[src/rtl/sram_sp_arbiter.sv]
// Round-robin write/read arbiter for a single-port SRAM macro, with a 2-entry read response FIFO.
// Optional SRAM_ZERO_INIT_EN: zero-fill sweep of the macro after reset before requests are served.
module sram_sp_arbiter #(
  parameter int DATA_W = 32,
  parameter int DEPTH  = 32,
  parameter int ADDR_W = 5
) (
  input  logic              clock,
  input  logic              reset,
  input  logic              wr_valid,
  output logic              wr_ready,
  input  logic [ADDR_W-1:0] wr_addr,
  input  logic [DATA_W-1:0] wr_data,
  input  logic              rd_valid,
  output logic              rd_ready,
  input  logic [ADDR_W-1:0] rd_addr,
  output logic              resp_valid,
  input  logic              resp_ready,
  output logic [DATA_W-1:0] resp_data,
  output logic              init_done,
  output logic              sram_ceb,
  output logic              sram_web,
  output logic [ADDR_W-1:0] sram_a,
  output logic [DATA_W-1:0] sram_d,
  input  logic [DATA_W-1:0] sram_q
);

  if (ADDR_W != $clog2(DEPTH)) begin : g_bad_addr_w
    $error("ADDR_W must equal clog2(DEPTH)");
  end

  // Handshakes: a transfer happens in a cycle where valid and ready are both 1 at the rising edge;
  // ready is combinational from valid and credit, and valid never waits on ready.
  logic              r_rd_inflight;
  logic [DATA_W-1:0] r_fifo [2];
  logic              r_head;
  logic              r_tail;
  logic [1:0]        r_cnt;
  logic              r_last_rd;
  logic              w_pop;
  logic              w_push;
  logic [1:0]        w_occ;
  logic              w_rd_allow;
  logic              w_init_done;
  logic              w_wr_gnt;
  logic              w_rd_gnt;
  logic              w_rr_upd;

`ifdef SRAM_ZERO_INIT_EN
  typedef enum logic {ST_INIT, ST_RUN} state_t;
  state_t            r_state;
  state_t            w_state_nxt;
  logic [ADDR_W-1:0] r_init_addr;
  logic              w_init_active;

  always_ff @(posedge clock or posedge reset) begin
    if (reset) begin
      r_state     <= ST_INIT;
      r_init_addr <= '0;
    end else begin
      r_state <= w_state_nxt;
      if (r_state == ST_INIT) r_init_addr <= r_init_addr + 1'b1;
    end
  end

  always_comb begin
    w_state_nxt = r_state;
    if (r_state == ST_INIT && r_init_addr == ADDR_W'(DEPTH - 1)) w_state_nxt = ST_RUN;
  end

  // Pins stay idle while reset is held so the sweep only starts once reset is released.
  assign w_init_active = (r_state == ST_INIT) && !reset;
  assign w_init_done   = (r_state == ST_RUN);
`else
  assign w_init_done = 1'b1;
`endif

  assign resp_valid = (r_cnt != 2'd0);
  assign resp_data  = r_fifo[r_head];
  assign w_pop      = resp_valid && resp_ready;
  assign w_push     = r_rd_inflight;
  assign w_occ      = r_cnt + {1'b0, r_rd_inflight};
  assign w_rd_allow = (w_occ < 2'd2) || (w_occ == 2'd2 && w_pop);

  // A write forced by missing read credit leaves the round-robin pointer alone.
  always_comb begin
    w_wr_gnt = 1'b0;
    w_rd_gnt = 1'b0;
    w_rr_upd = 1'b0;
    if (w_init_done) begin
      if (wr_valid && rd_valid && w_rd_allow) begin
        w_rr_upd = 1'b1;
        if (r_last_rd) w_wr_gnt = 1'b1;
        else           w_rd_gnt = 1'b1;
      end else if (wr_valid) begin
        w_wr_gnt = 1'b1;
        w_rr_upd = !rd_valid;
      end else if (rd_valid && w_rd_allow) begin
        w_rd_gnt = 1'b1;
        w_rr_upd = 1'b1;
      end
    end
  end

  assign wr_ready  = w_wr_gnt;
  assign rd_ready  = w_rd_gnt;
  assign init_done = w_init_done;

  always_comb begin
    sram_ceb = 1'b1;
    sram_web = 1'b1;
    sram_a   = '0;
    sram_d   = '0;
`ifdef SRAM_ZERO_INIT_EN
    if (w_init_active) begin
      sram_ceb = 1'b0;
      sram_web = 1'b0;
      sram_a   = r_init_addr;
    end
`endif
    if (w_wr_gnt) begin
      sram_ceb = 1'b0;
      sram_web = 1'b0;
      sram_a   = wr_addr;
      sram_d   = wr_data;
    end else if (w_rd_gnt) begin
      sram_ceb = 1'b0;
      sram_a   = rd_addr;
    end
  end

  // Q is only captured in the cycle after a read grant; other cycles it is undefined.
  always_ff @(posedge clock or posedge reset) begin
    if (reset) begin
      r_rd_inflight <= 1'b0;
      r_head        <= 1'b0;
      r_tail        <= 1'b0;
      r_cnt         <= 2'd0;
      r_last_rd     <= 1'b0;
      r_fifo[0]     <= '0;
      r_fifo[1]     <= '0;
    end else begin
      r_rd_inflight <= w_rd_gnt;
      if (w_push) begin
        r_fifo[r_tail] <= sram_q;
        r_tail         <= ~r_tail;
      end
      if (w_pop) r_head <= ~r_head;
      case ({w_push, w_pop})
        2'b10:   r_cnt <= r_cnt + 2'd1;
        2'b01:   r_cnt <= r_cnt - 2'd1;
        default: r_cnt <= r_cnt;
      endcase
      if (w_rr_upd) r_last_rd <= w_rd_gnt;
    end
  end

`ifndef SYNTHESIS
  always @(posedge clock) begin
    if (!reset) begin
      assert (!(w_push && !w_pop && r_cnt == 2'd2))
        else $error("response fifo overflow");
    end
  end
`endif

endmodule

[config.mk]
export PLATFORM = sky130hd
export DESIGN_NAME = sram_sp_arbiter
export DESIGN_NICKNAME = d
export VERILOG_FILES = /design/src/rtl/sram_sp_arbiter.sv
export SDC_FILE = /design/constraint.sdc
export NUM_CORES = 1
export LEC_CHECK = 0
export ABC_AREA = 0
export CORE_MARGIN = 3
export CORE_UTILIZATION = 45
export CTS_CLUSTER_DIAMETER = 50
export DETAILED_ROUTE_END_ITERATION = 12
export GPL_ROUTABILITY_DRIVEN = 0
export PLACE_DENSITY_LB_ADDON = 0.25
export SYNTH_ARGS = -nofsm -noshare
export SYNTH_HDL_FRONTEND = slang
export SYNTH_SLANG_ARGS = --single-unit
[constraint.sdc]
create_clock -name clock -period 6.85 [get_ports clock]
set_input_delay 2.055 -clock clock [delete_from_list [all_inputs] [get_ports clock]]
set_output_delay 2.055 -clock clock [all_outputs]
set_load 0.01 [all_outputs]
==> metrics, run 1 <==
RSZ-0062 raised after global routing false; most common cell in the synthesized netlist mux2_2; Avg WL per Cell 16.2 um; effective utilization at floorplan 48.0%; drt pass-1 iters 4; Post-synth ARST share 100%; H-Tree Depth 3; Period minus WS final 6100 ps; Syn. warnings 0; synthesis-to-layout area growth 53.3%; Skew-Pair Late Insertion Delay 330 ps; number of I/O pins 154; first-pass GRT wire length 13,100 um; CTS tree yes; Detailed Place HPWL 5890 um; ranking of synthesized cells by area dfrtp_1 52%, mux2_2 32%, and2_1 4.3%, and2_4 2.6%, buf_2 1.5%; initial antenna violation count 0; Commonest cells post-synth 96 x mux2_2, 70 x dfrtp_1, 23 x and2_1; post-synthesis sequential area ratio 51.8%; post-synth cell types 26; outcome complete, no violations; # hold bufs at CTS 0; met2 Resource Use GR 34.4%; largest net degree at the start of global routing 71; PwrDens 442 nW/um^2; Leak 2.13 nW; Mean Syn Cell Area 13.9 um^2; detail-routed via count per cell 4.86; grt met3 use 6.74%; clk slew on worst S/H paths 70 ps; cts bufs inserted 9; First DRT Iteration DRCs 38; grt ovf 0; clk root buf clkbuf_8; Fmax 0.164 GHz; Max clock buf depth 2; final wirelength 8030 um; Die X 92.7 um; Num Clock Sinks 70; remaining routing DRC violations 0; Max-Cap Viols 0; register bit total from synthesis 70; Rel. slew slack 33.5%; CP Cell Sequence clkdlybuf4s50_1 -> and3b_1 -> o221ai_2 -> a21oi_1 -> a22o_1 -> clkdlybuf4s50_1; Nets 476; busiest grt layer met2; fillers 516; synthesized cell area 3380 um^2; max incr delay on CP 540 ps; Worst EP arrival 4050 ps; vias in the first global route 2,653; slowest CP cell clkdlybuf4s50_1; top cell type's share of synthesized area 51.8%; number of synthesized flops with an enable pin 0; final hold slack 502 ps; Setup TNS 0 ps; dominant cell type by area after synthesis dfrtp_1; post_cts resized 0; Slew @ Worst Pin 995 ps; number of failing hold endpoints at the final stage 0; Slew Viols, Final 0; most used cell, CP clkdlybuf4s50_1; layout cells sized above 1 32.3%; Gate Count Post-Synth 244; Vert. Die Dim 92.7 um; Diodes inserted 0; startpoint types input pin; Cell Count, Final, Fillers Out 496; Max FO, Critical Path 7; DR vias 2,410; part of the cycle the worst path needs 89.1%; CORE AREA 7060 um^2; CP endpoint kind output port; CP Data Required Time 4800 ps; count of buffer and inverter cells on the critical path 2; Peak VDD IR 0.238 mV; Total Routing Usage GR 19.4%; final setup vio count 0; WS Path Type in2out; Placed Cells 480; Synth Flop Type dfrtp_1; Setup Skew 7.90 ps; Syn Nets 325; Buffers on Ports 152; Top Family by Delay on Critical Path buffers and inverters; Row Count 30; Antenna Nets Post-Route 0; Worst Hold Class reg2reg; Final Power 2.29 mW; M1 GR Usage 22.5%; setup repair bufs after CTS 0; full die area 8600 um^2
[stage by stage]
stage                     worst slack (ps)  area (um^2)  utilization (%)
after global routing                   591         5190             73.5
after floorplan                       1760         3380                -
final                                  747         5190             73.5
after CTS                              728         5190             73.5
after detailed placement               730         4970             70.4
after global placement                 764         4970             70.4
[cell families after synthesis]
family	after synthesis	share of synthesized area, %
xor gates and xnor gates	5	1.29
AOI/OAI and AO/OA	9	2.55
other	1	0.111
adders and majority gates	2	0.739
and+or+nand+nor	42	8.35
buffers and inverters	18	2.96
DFF	70	51.8
muxes	97	32.2
[registers in the layout, indices dropped and copies added, names as in the netlist]
signal / cells
r_rd_inflight: 1
r_head: 1
r_cnt: 2
r_last_rd: 1
r_fifo: 64
r_tail: 1
[cell usage in the layout (no fill, tap or decap), types with 2 or more instances in the layout]
cell             count
a22o_1               5
and2_1              23
and2_4              10
buf_4                3
bufinv_16            2
clkbuf_8            10
clkdlybuf4s50_1    152
dfrtp_1             70
ha_1                 2
inv_1                2
mux2_2              96
nand2b_1             2
nor2b_1              2
xnor2_1              2
xor2_1               3
[final cells by class]
| type | count | area (um^2) | area share [%] |
|---|---|---|---|
| timing repair buffer | 155 | 1540 | 29.7 |
| clock inverter | 5 | 81.3 | 1.57 |
| clock buffer | 11 | 141 | 2.72 |
| multi-input combinational | 156 | 1540 | 29.7 |
| inverter | 3 | 11.3 | 0.217 |
| tap | 96 | 120 | 2.31 |
| sequential | 70 | 1750 | 33.8 |
[worst paths after layout]
check,startpoint,end,slack [ps],cells after the start
setup / recovery,resp_ready,sram_a[3],750,6
min in group asynchronous,reset,r_fifo[13],2340,3
max in group asynchronous,reset,r_fifo[59],3950,3
hold reg to reg,r_fifo[20],r_fifo[20],500,1
hold / removal,r_fifo[20],r_fifo[20],500,1
setup reg to reg,r_rd_inflight,r_fifo[63],5030,3
[power by group]
part | switching, mW | internal, mW
Combinational | 0.433 | 0.753
Clock | 0.150 | 0.216
Sequential | 0.112 | 0.629
Total | 0.695 | 1.60
[metal layers]
| layer | share of wire [%] | wire length [um] | vias up |
|---|---|---|---|
| met5 | 0 | 0 | - |
| met4 | 1.0 | 80 | 0 |
| met3 | 6.6 | 533 | 8 |
| met2 | 53 | 4260 | 85 |
| met1 | 39 | 3160 | 1167 |
| li1 | - | - | 1150 |
Power figures use the tool's default switching activity.
==> run 2: changes to the inputs <==
--- a/config.mk
+++ b/config.mk
@@ -8,9 +8,10 @@
 export ABC_AREA = 0
 export CORE_MARGIN = 3
 export CORE_UTILIZATION = 45
-export CTS_CLUSTER_DIAMETER = 50
+export CTS_CLUSTER_DIAMETER = 200
 export DETAILED_ROUTE_END_ITERATION = 12
 export GPL_ROUTABILITY_DRIVEN = 0
+export GPL_TIMING_DRIVEN = 0
 export PLACE_DENSITY_LB_ADDON = 0.25
 export SYNTH_ARGS = -nofsm -noshare
 export SYNTH_HDL_FRONTEND = slang
==> run 2 against run 1 <==
Effect of this change: global-route usage increased by 0.29 points; clock skew rose by 5.8 ps; largest power group unchanged; cell area rose by 0.41%; highest routed layer unchanged; maximum frequency shrank 0.73%; combinational power about the same.
==> metrics, run 2 (synthesized netlist as in run 1, its figures left out) <==
outcome complete, no violations; Vert. Die Dim 92.7 um (unchanged); First DRT Iteration DRCs 61 (+61%); Total Routing Usage GR 19.7% (+0.29 points); Max-Cap Viols 0 (unchanged); CP endpoint kind output port; Die X 92.7 um (unchanged); commonest non-fill, non-tap cell in the layout clkdlybuf4s50_1; Max FO, Critical Path 10 (+3); startpoint types input pin; clk root buf clkbuf_8; Diodes inserted 0 (unchanged); Nets 488 (+2.5%); final setup vio count 0 (unchanged); full die area 8600 um^2 (unchanged); layout cells sized above 1 34.0% (+1.7 points); Setup TNS 0 ps (unchanged); number of flip-flops in the largest register 64 (unchanged); RSZ-0062 raised after global routing false; largest net degree at the start of global routing 71 (unchanged); Antenna Nets Post-Route 0 (unchanged); Peak VDD IR 0.199 mV (-16%); cts bufs inserted 9 (unchanged); commonest cells after routing, fill and taps aside 152 x clkdlybuf4s50_1, 96 x mux2_2, 70 x dfrtp_1; initial antenna violation count 0 (unchanged); Top reg by flops r_fifo; DR vias 2,435 (+1.0%); CORE AREA 7060 um^2 (unchanged); Placed Cells 492 (+2.5%); Num Clock Sinks 70 (unchanged); Slew @ Worst Pin 843 ps (-152 ps); Period minus WS final 6150 ps (+44.6 ps); Cell Count, Final, Fillers Out 508 (+2.4%); effective utilization at floorplan 48.0% (unchanged); drt pass-1 iters 4 (unchanged); Largest regs r_fifo (64), r_cnt (2); Rel. slew slack 43.8% (+10 points); H-Tree Depth 3 (unchanged); Row Count 30 (unchanged); Avg WL per Cell 16.2 um (-0.12%); vias in the first global route 2,735 (+3.1%); CTS tree yes; number of failing hold endpoints at the final stage 0 (unchanged); Leak 2.15 nW (+1.0%); Setup Skew 13.7 ps (+5.81 ps); Buffers on Ports 152 (unchanged); number of I/O pins 154 (unchanged); WS Path Type in2out; Max clock buf depth 2 (unchanged); setup repair bufs after CTS 0 (unchanged); first-pass GRT wire length 13,300 um (+1.3%); Worst EP arrival 4090 ps (+40 ps); pre-CTS WS 691 ps (-39.7 ps); Worst Hold Class reg2reg; Fmax 0.163 GHz (-0.73%); Final Power 2.25 mW (-1.9%); post_cts resized 0 (unchanged); part of the cycle the worst path needs 89.7% (+0.65 points); slack of the critical path 703 ps (-44.6 ps); clk slew on worst S/H paths 70 ps (about the same); remaining routing DRC violations 0 (unchanged); Skew-Pair Late Insertion Delay 340 ps (about the same); CP Data Required Time 4800 ps (about the same); synthesis-to-layout area growth 54.0%; Detailed Place HPWL 6350 um (+7.9%); PwrDens 432 nW/um^2 (-2.3%); # hold bufs at CTS 0 (unchanged); final wirelength 8210 um (+2.3%); Slew Viols, Final 0 (unchanged); detail-routed via count per cell 4.79 (-1.3%); grt ovf 0 (unchanged); final hold slack 505 ps (+2.71 ps)
## run 2: power by group
| group | total (mW) | switching [mW] | internal (mW) |
|---|---|---|---|
| logic | 1.21 | 0.445 | 0.766 |
| registers | 0.733 | 0.105 | 0.628 |
| clock network | 0.305 | 0.163 | 0.142 |
## run 2: layout make-up
type / count / area (um^2)
Fill cell: 520 / 1850
Sequential cell: 70 / 1750
Multi-Input combinational cell: 156 / 1530
Timing Repair Buffer: 152 / 1520
Clock buffer: 10 / 138
Tap cell: 96 / 120
Buffer: 15 / 88.8
Clock inverter: 6 / 45.0
Inverter: 3 / 13.8
## run 2: final timing paths
| kind | start | endpoint | slack, ps | cells after the start |
|---|---|---|---|---|
| setup / recovery | resp_ready | sram_d[10] | 700 | 8 |
| hold / removal | r_fifo[20] | r_fifo[20] | 500 | 1 |
| min in group asynchronous | reset | r_fifo[10] | 2230 | 2 |
| hold reg to reg | r_fifo[20] | r_fifo[20] | 500 | 1 |
| max in group asynchronous | reset | r_fifo[62] | 4060 | 2 |
| setup reg to reg | r_cnt[0] | r_rd_inflight | 5120 | 4 |
## run 2: worst max-delay path, stage by stage
cell and delay (ps):
clkdlybuf4s50_1 420, and3b_1 180, o221ai_2 290, o21a_4 180, buf_6 130, buf_6 140, and2_4 140, clkdlybuf4s50_1 560
## run 2: through the flow
stage / utilization (%) / area, um^2
floorplan: - / 3380
global placement: 71.2 / 5030
detailed placement: 71.3 / 5030
CTS: 73.8 / 5210
global route: 73.8 / 5210
finish: 73.8 / 5210
## run 2: layer usage
metal / global-route usage, % / routed length, um / up-vias
li1: - / - / 1166
met3: 6.58 / 459 / 11
met4: 5.13 / 95 / 0
met2: 34.4 / 4290 / 86
met1: 23.2 / 3370 / 1172
met5: 0 / 0 / -
